--- config.mk ---
export PLATFORM = sky130hd
export DESIGN_NAME = qtree_arg_sequencer
export DESIGN_NICKNAME = d
export VERILOG_FILES = /design/src/rtl/qtree_arg_sequencer_pkg.sv /design/src/rtl/qtree_skid_buf.sv /design/src/rtl/qtree_arg_sequencer.sv
export SDC_FILE = /design/constraint.sdc
export NUM_CORES = 1
export LEC_CHECK = 0
export ABC_CLOCK_PERIOD_IN_PS = 1800
export CORE_AREA = 3 3 145 147
export CTS_BUF_LIST = sky130_fd_sc_hd__clkbuf_16
export DETAILED_ROUTE_END_ITERATION = 16
export DIE_AREA = 0 0 148 150
export PLACE_DENSITY = 0.86
export SLEW_MARGIN = 20
export SYNTH_ARGS = -nofsm -noshare
export SYNTH_HDL_FRONTEND = slang
export SYNTH_SLANG_ARGS = --single-unit
--- constraint.sdc ---
create_clock -name aclk -period 1.8 [get_ports aclk]
set_clock_uncertainty 0.2 [all_clocks]
set_input_delay 0.36 -clock aclk [delete_from_list [all_inputs] [get_ports aclk]]
set_output_delay 0.36 -clock aclk [all_outputs]
set_load 0.005 [all_outputs]
--- src/rtl/qtree_arg_sequencer_pkg.sv ---
// rtl/qtree_arg_sequencer_pkg.sv - shared types and helpers for the QTree argument sequencer
// Purpose: QTree token width/type, skid occupancy state encoding, lane wrap helper.
// Ports: none (package).
package qtree_arg_sequencer_pkg;

  localparam int QTREE_W = 67;

  typedef logic [QTREE_W-1:0] QTree_Int_t;

  // Occupancy of the 2-entry output skid buffer; doubles as its state.
  typedef enum logic [1:0] {
    SKID_EMPTY = 2'd0,
    SKID_ONE   = 2'd1,
    SKID_FULL  = 2'd2
  } skid_state_e;

  // Next operand lane, wrapping after the last one.
  function automatic int next_lane(input int cur, input int num_lanes);
    return (cur >= num_lanes - 1) ? 0 : cur + 1;
  endfunction

endpackage

--- src/rtl/qtree_skid_buf.sv ---
// rtl/qtree_skid_buf.sv - 2-entry registered skid buffer, order preserving
// Purpose: decouples upstream ready from downstream ready; full throughput.
// Ports:
//   aclk, aresetn          clock, synchronous active-low reset
//   s_tdata/s_tvalid       upstream word and valid
//   s_tready               registered "has space" (count < 2), 0 in reset
//   m_tdata/m_tvalid       head word, valid whenever the buffer is non-empty
//   m_tready               downstream ready
module qtree_skid_buf
  import qtree_arg_sequencer_pkg::*;
#(
  parameter int WIDTH = 68
) (
  input  logic             aclk,
  input  logic             aresetn,
  input  logic [WIDTH-1:0] s_tdata,
  input  logic             s_tvalid,
  output logic             s_tready,
  output logic [WIDTH-1:0] m_tdata,
  output logic             m_tvalid,
  input  logic             m_tready
);

  skid_state_e      state_q, state_d;
  logic [WIDTH-1:0] entry0_q, entry0_d;
  logic [WIDTH-1:0] entry1_q, entry1_d;
  logic             space_q;
  logic             push, pop;

  assign push = s_tvalid && space_q;
  assign pop  = (state_q != SKID_EMPTY) && m_tready;

  always_ff @(posedge aclk) begin
    if (!aresetn) begin
      state_q  <= SKID_EMPTY;
      entry0_q <= '0;
      entry1_q <= '0;
      space_q  <= 1'b0;
    end else begin
      state_q  <= state_d;
      entry0_q <= entry0_d;
      entry1_q <= entry1_d;
      // Space is a pure register so s_tready never depends on m_tready combinationally.
      space_q  <= (state_d != SKID_FULL);
    end
  end

  // entry0 is always the head; entry1 only holds the overflow word while stalled.
  always_comb begin
    state_d  = state_q;
    entry0_d = entry0_q;
    entry1_d = entry1_q;
    case (state_q)
      SKID_EMPTY: begin
        if (push) begin
          entry0_d = s_tdata;
          state_d  = SKID_ONE;
        end
      end
      SKID_ONE: begin
        case ({push, pop})
          2'b10: begin
            entry1_d = s_tdata;
            state_d  = SKID_FULL;
          end
          2'b01:   state_d  = SKID_EMPTY;
          2'b11:   entry0_d = s_tdata;
          default: state_d  = SKID_ONE;
        endcase
      end
      SKID_FULL: begin
        // No push possible here: space_q is low whenever the buffer is full.
        if (pop) begin
          entry0_d = entry1_q;
          state_d  = SKID_ONE;
        end
      end
      default: state_d = SKID_EMPTY;
    endcase
  end

  assign s_tready = space_q;
  assign m_tvalid = (state_q != SKID_EMPTY);
  assign m_tdata  = entry0_q;

endmodule

--- src/rtl/qtree_arg_sequencer.sv ---
// rtl/qtree_arg_sequencer.sv - merges NUM_ARGS QTree operand streams in lane order
// Purpose: forwards one frame per lane, lanes 0..NUM_ARGS-1 then wraps, through a skid buffer.
// Optional: QTREE_SEQ_STATS_EN builds job/token counters; otherwise they read 0.
// Ports:
//   aclk, aresetn                 clock, synchronous active-low reset
//   s_tdata/s_tvalid/s_tlast      per-lane operand streams (lane k at s_tdata[k*QTREE_W +: QTREE_W])
//   s_tready                      per-lane ready, only the selected lane can be high
//   m_tdata/m_tlast/m_tvalid      merged stream out, m_tready in
//   o_job_cnt/o_tok_cnt           completed jobs / tokens accepted in the current job
module qtree_arg_sequencer #(
  parameter int NUM_ARGS = 3,
  parameter int QTREE_W  = qtree_arg_sequencer_pkg::QTREE_W,
  parameter int CNT_W    = 16
) (
  input  logic                       aclk,
  input  logic                       aresetn,
  input  logic [NUM_ARGS*QTREE_W-1:0] s_tdata,
  input  logic [NUM_ARGS-1:0]        s_tvalid,
  input  logic [NUM_ARGS-1:0]        s_tlast,
  output logic [NUM_ARGS-1:0]        s_tready,
  output logic [QTREE_W-1:0]         m_tdata,
  output logic                       m_tlast,
  output logic                       m_tvalid,
  input  logic                       m_tready,
  output logic [CNT_W-1:0]           o_job_cnt,
  output logic [CNT_W-1:0]           o_tok_cnt
);

  import qtree_arg_sequencer_pkg::*;

  localparam int SEL_W = $clog2(NUM_ARGS);
  typedef logic [SEL_W-1:0] arg_sel_t;

  arg_sel_t             sel_q, sel_d;
  logic [QTREE_W-1:0]   sel_tdata;
  logic                 sel_tvalid;
  logic                 sel_tlast;
  logic                 skid_space;
  logic                 accept;
  logic [QTREE_W:0]     skid_out;

  // Lane mux; the loop keeps an out-of-range sel from indexing past the bus.
  always_comb begin
    sel_tdata  = '0;
    sel_tvalid = 1'b0;
    sel_tlast  = 1'b0;
    for (int k = 0; k < NUM_ARGS; k++) begin
      if (sel_q == arg_sel_t'(k)) begin
        sel_tdata  = s_tdata[k*QTREE_W +: QTREE_W];
        sel_tvalid = s_tvalid[k];
        sel_tlast  = s_tlast[k];
      end
    end
  end

  always_comb begin
    for (int k = 0; k < NUM_ARGS; k++) begin
      s_tready[k] = (sel_q == arg_sel_t'(k)) && skid_space;
    end
  end

  assign accept = sel_tvalid && skid_space;

  always_ff @(posedge aclk) begin
    if (!aresetn) begin
      sel_q <= '0;
    end else begin
      sel_q <= sel_d;
    end
  end

  // Advance on the accepted tlast so the next lane can be taken on the very next cycle.
  always_comb begin
    sel_d = sel_q;
    if (accept && sel_tlast) begin
      sel_d = arg_sel_t'(next_lane(int'(sel_q), NUM_ARGS));
    end
  end

  qtree_skid_buf #(
    .WIDTH (QTREE_W + 1)
  ) u_skid (
    .aclk     (aclk),
    .aresetn  (aresetn),
    .s_tdata  ({sel_tlast, sel_tdata}),
    .s_tvalid (sel_tvalid),
    .s_tready (skid_space),
    .m_tdata  (skid_out),
    .m_tvalid (m_tvalid),
    .m_tready (m_tready)
  );

  assign m_tdata = skid_out[QTREE_W-1:0];
  assign m_tlast = skid_out[QTREE_W];

`ifdef QTREE_SEQ_STATS_EN
  logic             job_done;
  logic [CNT_W-1:0] job_cnt_q;
  logic [CNT_W-1:0] tok_cnt_q;

  assign job_done = accept && sel_tlast && (sel_q == arg_sel_t'(NUM_ARGS - 1));

  always_ff @(posedge aclk) begin
    if (!aresetn) begin
      job_cnt_q <= '0;
      tok_cnt_q <= '0;
    end else if (job_done) begin
      job_cnt_q <= job_cnt_q + CNT_W'(1);
      tok_cnt_q <= '0;
    end else if (accept) begin
      tok_cnt_q <= tok_cnt_q + CNT_W'(1);
    end
  end

  assign o_job_cnt = job_cnt_q;
  assign o_tok_cnt = tok_cnt_q;
`else
  assign o_job_cnt = '0;
  assign o_tok_cnt = '0;
`endif

endmodule
=== Yosys cells after proc, flatten, opt, wreduce, memory -nomap -nowiden ===
Index checks and enable logic that the tools add are counted.

* Bits in registers: 141
* Output and inout port bits: 104

* Add/subtract/negate cells: 1
* $lt $le $gt $ge: 1
* Eq/ne operators: 11
* Mux-type cells: 18
* Reduce and logical (&&, ||, !) cells: 12

{| class="wikitable"
|+ Operators by type and width
! operator !! count
|-
| two-way mux 68 bit || 3
|-
| case mux 68 bit (3 select lines) || 1
|-
| two-way mux 67 bit || 3
|-
| case mux 2 bit (3 select lines) || 2
|-
| == test 2 bit, second input constant || 4
|-
| == test 2 x 1 -> 1 bit, second input constant || 3
|-
| logical AND 1 bit || 6
|-
| two-way mux 1 bit || 6
|-
| two-way mux 2 bit || 3
|-
| != test 2 bit, second input constant || 3
|-
| zero test 2 bit || 2
|-
| AND reduction 4 bit || 1
|-
| nonzero test 3 bit || 1
|-
| adder 2 x 1 -> 2 bit, second input constant || 1
|-
| >= comparator 2 bit, second input constant || 1
|-
| != test 2 x 1 -> 1 bit, second input constant || 1
|-
| AND reduction 2 bit || 1
|-
| nonzero test 2 bit || 1
|}

=== Logic depth before layout (Yosys ltp) ===
Gate-level depths: netlist of the first run.

* Depth after elaboration: 9
* Mapped depth: 8
* Gate-level depth less buffers: 4

=== Hierarchy ===
Synthesis of the first run repeated with hierarchy kept, for this count alone.

* Cell total of the unflattened synthesis: 898
* Area, all modules: 7379.6 um^2

{| class="wikitable"
|+ Modules (own cells, without submodules)
! module !! times used !! cells an instance !! area an instance (um^2)
|-
| qtree_skid_buf || 1 || 618 || 5576.6
|-
| qtree_arg_sequencer || 1 || 280 || 1803.0
|}

=== Worst setup path after synthesis of the first run ===
Ideal clock, no wire load.

* Path kind: flip-flop to flip-flop
* Start: register sel_q[0]
* End: register u_skid.entry0_q[47] (netlist: u_skid.m_tdata[47])
* Setup time: 0.072 ns
* Arrival time: 1.552 ns
* Data required time: 1.528 ns
* Setup slack: -0.024 ns
* Cell stages (with the launch flop): 8
* Path through: dfxtp_1 -> buf_2 -> nand3b_1 -> o21ai_2 -> a41oi_2 -> buf_6 -> buf_6 -> mux2i_1

* Word-level cells in the longest chain between the ends: 8
* Elaborated cells between the ends (all ways): 17
* Classes of those cells: 5 x eq/ne; 9 x mux; 3 x reduce/logical

{| class="wikitable"
|+ Ends and longest elaborated chain
! element !! line !! text
|-
| from (decl) || qtree_arg_sequencer.sv:34 || <nowiki>arg_sel_t sel_q, sel_d;</nowiki>
|-
| from (signal assigned) || qtree_arg_sequencer.sv:68 || <nowiki>sel_q <= sel_d;</nowiki>
|-
| zero test 2 bit || qtree_arg_sequencer.sv:48 || <nowiki>if (sel_q == arg_sel_t'(k)) begin</nowiki>
|-
| two-way mux 1 bit (3 in a row) || qtree_arg_sequencer.sv:48 ||
|-
| logical AND 1 bit || qtree_skid_buf.sv:30 || <nowiki>assign push = s_tvalid && space_q;</nowiki>
|-
| == test 2 bit || qtree_skid_buf.sv:61 || <nowiki>case ({push, pop})</nowiki>
|-
| != test 2 bit (no line) || -- ||
|-
| AND reduction 4 bit (no line) || -- ||
|-
| to (signal assigned) || qtree_skid_buf.sv:41 || <nowiki>entry0_q <= entry0_d;</nowiki>
|-
| to (decl) || qtree_skid_buf.sv:25 || <nowiki>logic [WIDTH-1:0] entry0_q, entry0_d;</nowiki>
|}

Several ways; a longest one is shown, not always the timed one. The select of a mux whose other input is x is not followed.
A chain may end at the register's enable or synchronous reset.

=== Worst setup path in the final report of the first run ===
* Start: register sel_q[0]
* End: register u_skid.entry1_q[27]

* Word-level cells in the longest chain between the ends: 7
* Elaborated cells between the ends (all ways): 12
* Classes of those cells: 3 x eq/ne; 6 x mux; 3 x reduce/logical

{| class="wikitable"
|+ Ends and longest elaborated chain
! element !! line !! text
|-
| zero test 2 bit || qtree_arg_sequencer.sv:48 ||
|-
| two-way mux 1 bit (3 in a row) || qtree_arg_sequencer.sv:48 ||
|-
| logical AND 1 bit || qtree_skid_buf.sv:30 ||
|-
| == test 2 bit || qtree_skid_buf.sv:61 ||
|-
| AND reduction 2 bit (no line) || -- ||
|-
| to (signal assigned) || qtree_skid_buf.sv:42 || <nowiki>entry1_q <= entry1_d;</nowiki>
|-
| to (decl) || qtree_skid_buf.sv:26 || <nowiki>logic [WIDTH-1:0] entry1_q, entry1_d;</nowiki>
|}

Several ways; a longest one is shown, not always the timed one.

==> flow_metrics.py, run 1 <==
metrics = {
    "routing": {
        "vias": 7584,
        "firstDrtPassIters": 4,
        "drt_iter0_markers": 338,
        "drc_errors": 0,
        "final_antenna_net_count": 0,
        "via_per_inst": 5.12,
        "avgRoutedWirePerCell_um": 17.7,
        "drt_wl_total_mm": 26.3,
    },
    "critical_path": {
        "crit_path_start": "sel_q[0]$_SDFFE_PN0P_",
        "criticalPathCategory": "flop to flop",
        "worstPathMaxFanout": 5,
        "worst_ep_arrival_time_ns": 2.03,
        "start_kind": "flop",
        "r2r-start": "sel_q[0]$_SDFFE_PN0P_",
        "required_ns": 1.93,
        "crit_path_end_kind": "flop",
    },
    "sta": {
        "whs_ns": 0.104,
        "period_share": 1.05,
        "setup_ws_ns": -0.0962,
        "period_minus_slack_ns": 1.90,
        "finalHoldViolCount": 0,
        "setup_violations": 102,
        "slew_violations": 0,
        "rsz0062_at_grt": "true",
        "max_freq_mhz": 527,
    },
    "clock_tree": {
        "clkTransAtPathRegs_ns": 0.06,
        "clk_path_buf_depth": 2,
        "cts-htree-levels": 4,
        "cts_buffers": 17,
        "cts_root_buf": "clkbuf_16",
        "cts_tree": "done",
        "cts_num_sinks": 141,
        "clkLatencyLatePin_ns": 0.43,
        "cts.hold.buffers_added": 0,
    },
    "global_routing": {
        "grt_start_max_net_pins": 63,
        "grt_pass1_vias": 7585,
        "grt-ovfl-total": 0,
        "grt_usage": 0.217,
        "grt_pass1_wl_mm": 38.4,
        "antenna_found_initial": 0,
    },
    "yosys": {
        "ys_types": 28,
        "synthMuxAreaShare": 0.259,
        "synth_top_family_by_area": "multiplexers",
        "avgSynthCellArea_um2": 8.77,
        "synth_area_um2": 7920,
        "yosysSeqAreaShare": 0.356,
        "postSynthCellCount": 903,
        "ys_warn_count": 0,
        "synth_xor_area_frac": 0,
        "synthAdderAreaFrac": 0,
        "yosys.area_share.simple": 0.110,
        "synth_compound_area_frac": 0.193,
        "synth_seq_cells": 141,
    },
    "placed_design": {
        "port_buffers": 281,
        "gp_congestion": 0.785,
        "hpwlAfterDp_mm": 16.7,
        "placed_area_um2": 11100,
        "dp_cells": 1415,
        "dp_slack_ns": -0.418,
    },
    "final_layout": {
        "final_core_util": 0.617,
        "final_nets": 1408,
        "instances_no_fill": 1480,
        "final_layout_size_suffix_gt1_frac": 0.122,
        "diodes": 0,
        "design_area_um2": 12400,
        "final_cell_mix": "208 x clkdlybuf4s50_1, 204 x nand2_1, 199 x mux2i_1",
        "syn_to_final_growth_pct": 56.2,
        "final_common_cell": "clkdlybuf4s50_1",
    },
    "worst_hold_path": {
        "hp-start": "aresetn",
        "hold_path.class": "input pin to flop",
    },
    "power": {
        "p_leak_nw": 5.55,
        "peakVddDrop_mv": 0.640,
        "pwr_density_cell_nw_per_um2": 695,
    },
    "floorplanning": {
        "initial_core_util": 0.395,
        "die_x_um": 148,
        "die-area_um2": 22200,
        "io_pins": 314,
        "rows": 52,
        "core_um2": 20000,
        "die_h_um": 150,
    },
    "outcome": {
        "violations": "negative setup slack",
        "status": "finished with violations",
    },
    "flow_run": {
        "max_cap_violations": 0,
    },
}
[power by group]
| part | internal (mW) | switching [mW] | total, mW |
|---|---|---|---|
| sequential | 3.26 | 0.0771 | 3.34 |
| combinational | 1.10 | 0.790 | 1.89 |
| clock | 2.01 | 1.36 | 3.37 |
| total | 6.37 | 2.23 | 8.60 |
[routing by layer]
layer	wire [µm]	share of wire	global-route usage
met5	0	0	0
met2	13500	0.52	0.400
met3	1720	0.065	0.0600
met1	10400	0.40	0.240
met4	573	0.022	0.0748
[sequential cells by signal, indices dropped and copies added (netlist names)]
register         flops
u_skid.entry1_q     68
u_skid.m_tdata      68
sel_q                2
u_skid.state_q       2
u_skid.s_tready      1
[synth_stat cells, drive strengths merged]
master | n | area (µm²)
a31oi | 4 | 25.0
nand4 | 1 | 6.26
a211o | 1 | 8.76
clkbuf | 52 | 195
nand2 | 204 | 766
a41oi | 2 | 25.0
and3 | 2 | 12.5
nor3b | 3 | 22.5
o21ai | 69 | 349
inv | 4 | 15.0
nand2b | 2 | 12.5
dfxtp | 141 | 2820
nand3 | 1 | 10.0
nor2b | 2 | 12.5
o21a | 70 | 526
nor3 | 2 | 10.0
nor2 | 3 | 11.3
mux2i | 205 | 2050
buf | 65 | 432
o2bb2ai | 68 | 596
nand3b | 1 | 7.51
conb | 1 | 3.75
[critical path: stages, from the launching register on]
cell and delay, ns:
dfxtp_4 0.39, mux2i_4 0.20, o21ai_4 0.20, buf_6 0.15
nand3_4 0.12, buf_12 0.18, buf_16 0.14, mux2i_2 0.20
[worst paths after layout]
path	slack, ns	cells past startpoint	end
max	-0.1	7	u_skid.entry1_q[27]$_SDFFE_PN0P_
min	0.10	3	u_skid.entry1_q[15]$_SDFFE_PN0P_
max reg2reg	-0.1	7	u_skid.entry1_q[27]$_SDFFE_PN0P_
min reg2reg	0.25	2	u_skid.m_tdata[67]$_SDFFE_PN0P_
[kinds of logic after synthesis]
group / count (synthesis)
other: 1
multiplexers: 205
buffers and inverters: 121
AO/OA/AOI/OAI: 214
flip-flops: 141
AND/OR/NAND/NOR: 221
[layout make-up]
class | count | area [µm²]
fillers | 1709 | 7670
clock buffers | 17 | 425
well taps | 270 | 338
inverters | 4 | 15.0
clock inverters | 14 | 126
multi-input cells | 673 | 4740
flip-flops and latches | 141 | 2840
repair buffers | 361 | 3890
[per-stage QoR]
| stage | power [mW] | setup TNS [ns] |
|---|---|---|
| floorplan | 4.22 | 0 |
| global placement | 5.06 | -46.04 |
| detailed placement | 5.11 | -49.66 |
| CTS | 8.52 | -3.58 |
| global route | 8.95 | -7.88 |
| finish | 8.60 | -3.46 |
[repair_timing]
item,in CTS,in global routing
endpoints found under the setup margin,198,142
gates cloned,9,9
pin swaps,5,5
gates resized for setup,122,43
setup buffers,18,1
(Power assumes the default switching activity.)
==> inputs of run 2 (changes only) <==
--- a/config.mk
+++ b/config.mk
@@ -11,6 +11,7 @@
 export DETAILED_ROUTE_END_ITERATION = 16
 export DIE_AREA = 0 0 148 150
 export PLACE_DENSITY = 0.86
+export REMOVE_ABC_BUFFERS = 1
 export SLEW_MARGIN = 20
 export SYNTH_ARGS = -nofsm -noshare
 export SYNTH_HDL_FRONTEND = slang
==> run 2 against run 1 <==
  * The flow still finishes with violations (negative setup slack)
  * Design area fell by 2.0%
  * Count of clock-buffer cells in the layout rose by 1
  * Clock power barely moved
  * First-iteration DRC count fell by 29%
  * Final cell count fell by 1.1%
  * Critical path type is now flop to primary output
==> flow_metrics.py, run 2 (same netlist as run 1, synthesis figures left out) <==
metrics = {
    "power": {
        "pwr_density_cell_nw_per_um2": 701,
        "peakVddDrop_mv": 0.577,
        "finalPower_mw": 8.50,
        "p_leak_nw": 5.43,
    },
    "critical_path": {
        "cp_cell_sequence": "inv_1, nor3b_1, buf_2",
        "worst_ep_arrival_time_ns": 1.31,
        "start_kind": "flop",
        "criticalPathCategory": "flop to primary output",
        "slowest_delay_ns": 0.37,
        "required_ns": 1.24,
        "crit_path_end_kind": "primary output",
        "worstPathMaxFanout": 5,
        "cp_slowest_cell": "dfxtp_4",
    },
    "sta": {
        "slew_violations": 0,
        "finalHoldViolCount": 0,
        "setup_ws_ns": -0.0733,
        "period_share": 1.04,
        "rsz0062_at_grt": "true",
        "period_minus_slack_ns": 1.87,
        "whs_ns": 0.161,
        "max_freq_mhz": 534,
        "setup_violations": 122,
    },
    "routing": {
        "avgRoutedWirePerCell_um": 17.4,
        "final_antenna_net_count": 0,
        "vias": 7460,
        "drt_iter0_markers": 241,
        "drc_errors": 0,
        "via_per_inst": 5.10,
        "firstDrtPassIters": 5,
        "drt_wl_total_mm": 25.5,
    },
    "floorplanning": {
        "rows": 52,
        "core_um2": 20000,
        "die_h_um": 150,
        "initial_core_util": 0.395,
        "io_pins": 314,
        "die_x_um": 148,
        "die-area_um2": 22200,
    },
    "clock_tree": {
        "clkTransAtPathRegs_ns": 0.06,
        "cts_tree": "done",
        "cts_root_buf": "clkbuf_16",
        "cts_num_sinks": 141,
        "clk_path_buf_depth": 2,
        "clkLatencyLatePin_ns": 0.41,
        "cts_buffers": 17,
        "cts-htree-levels": 4,
    },
    "final_layout": {
        "final_layout_size_suffix_gt1_frac": 0.101,
        "syn_to_final_growth_pct": 53.1,
        "final_nets": 1391,
        "final_cell_mix": "208 x clkdlybuf4s50_1, 204 x nand2_1, 197 x mux2i_1",
        "final_common_cell": "clkdlybuf4s50_1",
        "diodes": 0,
    },
    "global_routing": {
        "grt_pass1_wl_mm": 37.1,
        "grt_pass1_vias": 7429,
        "antenna_found_initial": 0,
        "grt_usage": 0.205,
        "grt-ovfl-total": 0,
        "grt_start_max_net_pins": 59,
    },
    "outcome": {
        "status": "finished with violations",
        "violations": "negative setup slack",
    },
    "flow_run": {
        "max_cap_violations": 0,
    },
    "placed_design": {
        "hpwlAfterDp_mm": 16.3,
        "port_buffers": 281,
        "gp_congestion": 0.772,
    },
    "worst_hold_path": {
        "hold_path.class": "input pin to flop",
    },
}
## run 2: cell types whose count changed in the layout (fill, tap and decap cells not counted), moves of 3 or more
cell,change
buf_4,-5
buf_6,-8
buf_8,-4
clkinv_1,-3
dfxtp_2,-5
dfxtp_4,+3
mux2i_2,+3
o21ai_0,+7
o21ai_1,-8
o2bb2ai_1,+8
o2bb2ai_2,-8
## run 2: per-layer routing
layer,up-vias,global-route usage,wire (µm)
met4,0,0.0582,349
met3,21,0.0506,1560
met2,248,0.387,13500
li1,3675,-,-
met5,-,0,0
met1,3516,0.229,10100
## run 2: worst paths after layout
kind,to,depth (start not counted),slack (ns),startpoint
hold reg to reg,u_skid.m_tdata[20]$_SDFFE_PN0P_,2,0.25,u_skid.m_tdata[20]$_SDFFE_PN0P_
setup reg to reg,u_skid.m_tdata[3]$_SDFFE_PN0P_,6,-0.07,sel_q[0]$_SDFFE_PN0P_
hold / removal,u_skid.entry1_q[27]$_SDFFE_PN0P_,3,0.16,aresetn
setup / recovery,s_tready[2],3,-0.07,sel_q[1]$_SDFFE_PN0P_
## run 2: repair_timing
| item | in CTS | in global routing |
|---|---|---|
| setup buffers | 7 | 1 |
| gates cloned | 4 | 12 |
| endpoints found under the hold margin | 0 | 0 |
| setup endpoints to repair | 140 | 141 |
| resized for setup | 93 | 23 |
| hold buffers | 0 | 0 |
| pin swaps | 3 | 2 |
## run 2: area by class of cell
| cell class | count | area (µm²) |
|---|---|---|
| Fill cell | 1683 | 7910 |
| Inverter | 4 | 15.0 |
| Clock inverter | 14 | 116 |
| Tap cell | 270 | 338 |
| Sequential cell | 141 | 2840 |
| Multi-Input combinational cell | 672 | 4650 |
| Clock buffer | 18 | 450 |
| Timing Repair Buffer | 345 | 3710 |
## run 2: worst max-delay path, delay by kind of cell (launching register included)
family        cells  cell delay, ns
buf+inv           2            0.25
simple gates      1            0.28
flops             1            0.37
## run 2: stage by stage
stage,instance area [µm²],utilization,setup WS [ns],instances,TNS [ns]
after global placement,11100,0.554,-0.404,1408,-43.08
after CTS,11800,0.588,-0.0425,1451,-0.420
after global routing,12100,0.605,-0.133,1464,-10.46
final,12100,0.605,-0.0733,1464,-4.46
after detailed placement,11100,0.554,-0.522,1408,-53.13
after floorplan,7410,-,-4.80,817,-600.59
## run 2: power by group
group,internal (mW),total [mW],leakage [nW],switching [mW]
registers,3.26,3.33,1.15,0.0729
clock network,1.98,3.38,0.281,1.39
logic,1.04,1.80,4.00,0.760
total,6.28,8.50,5.43,2.23
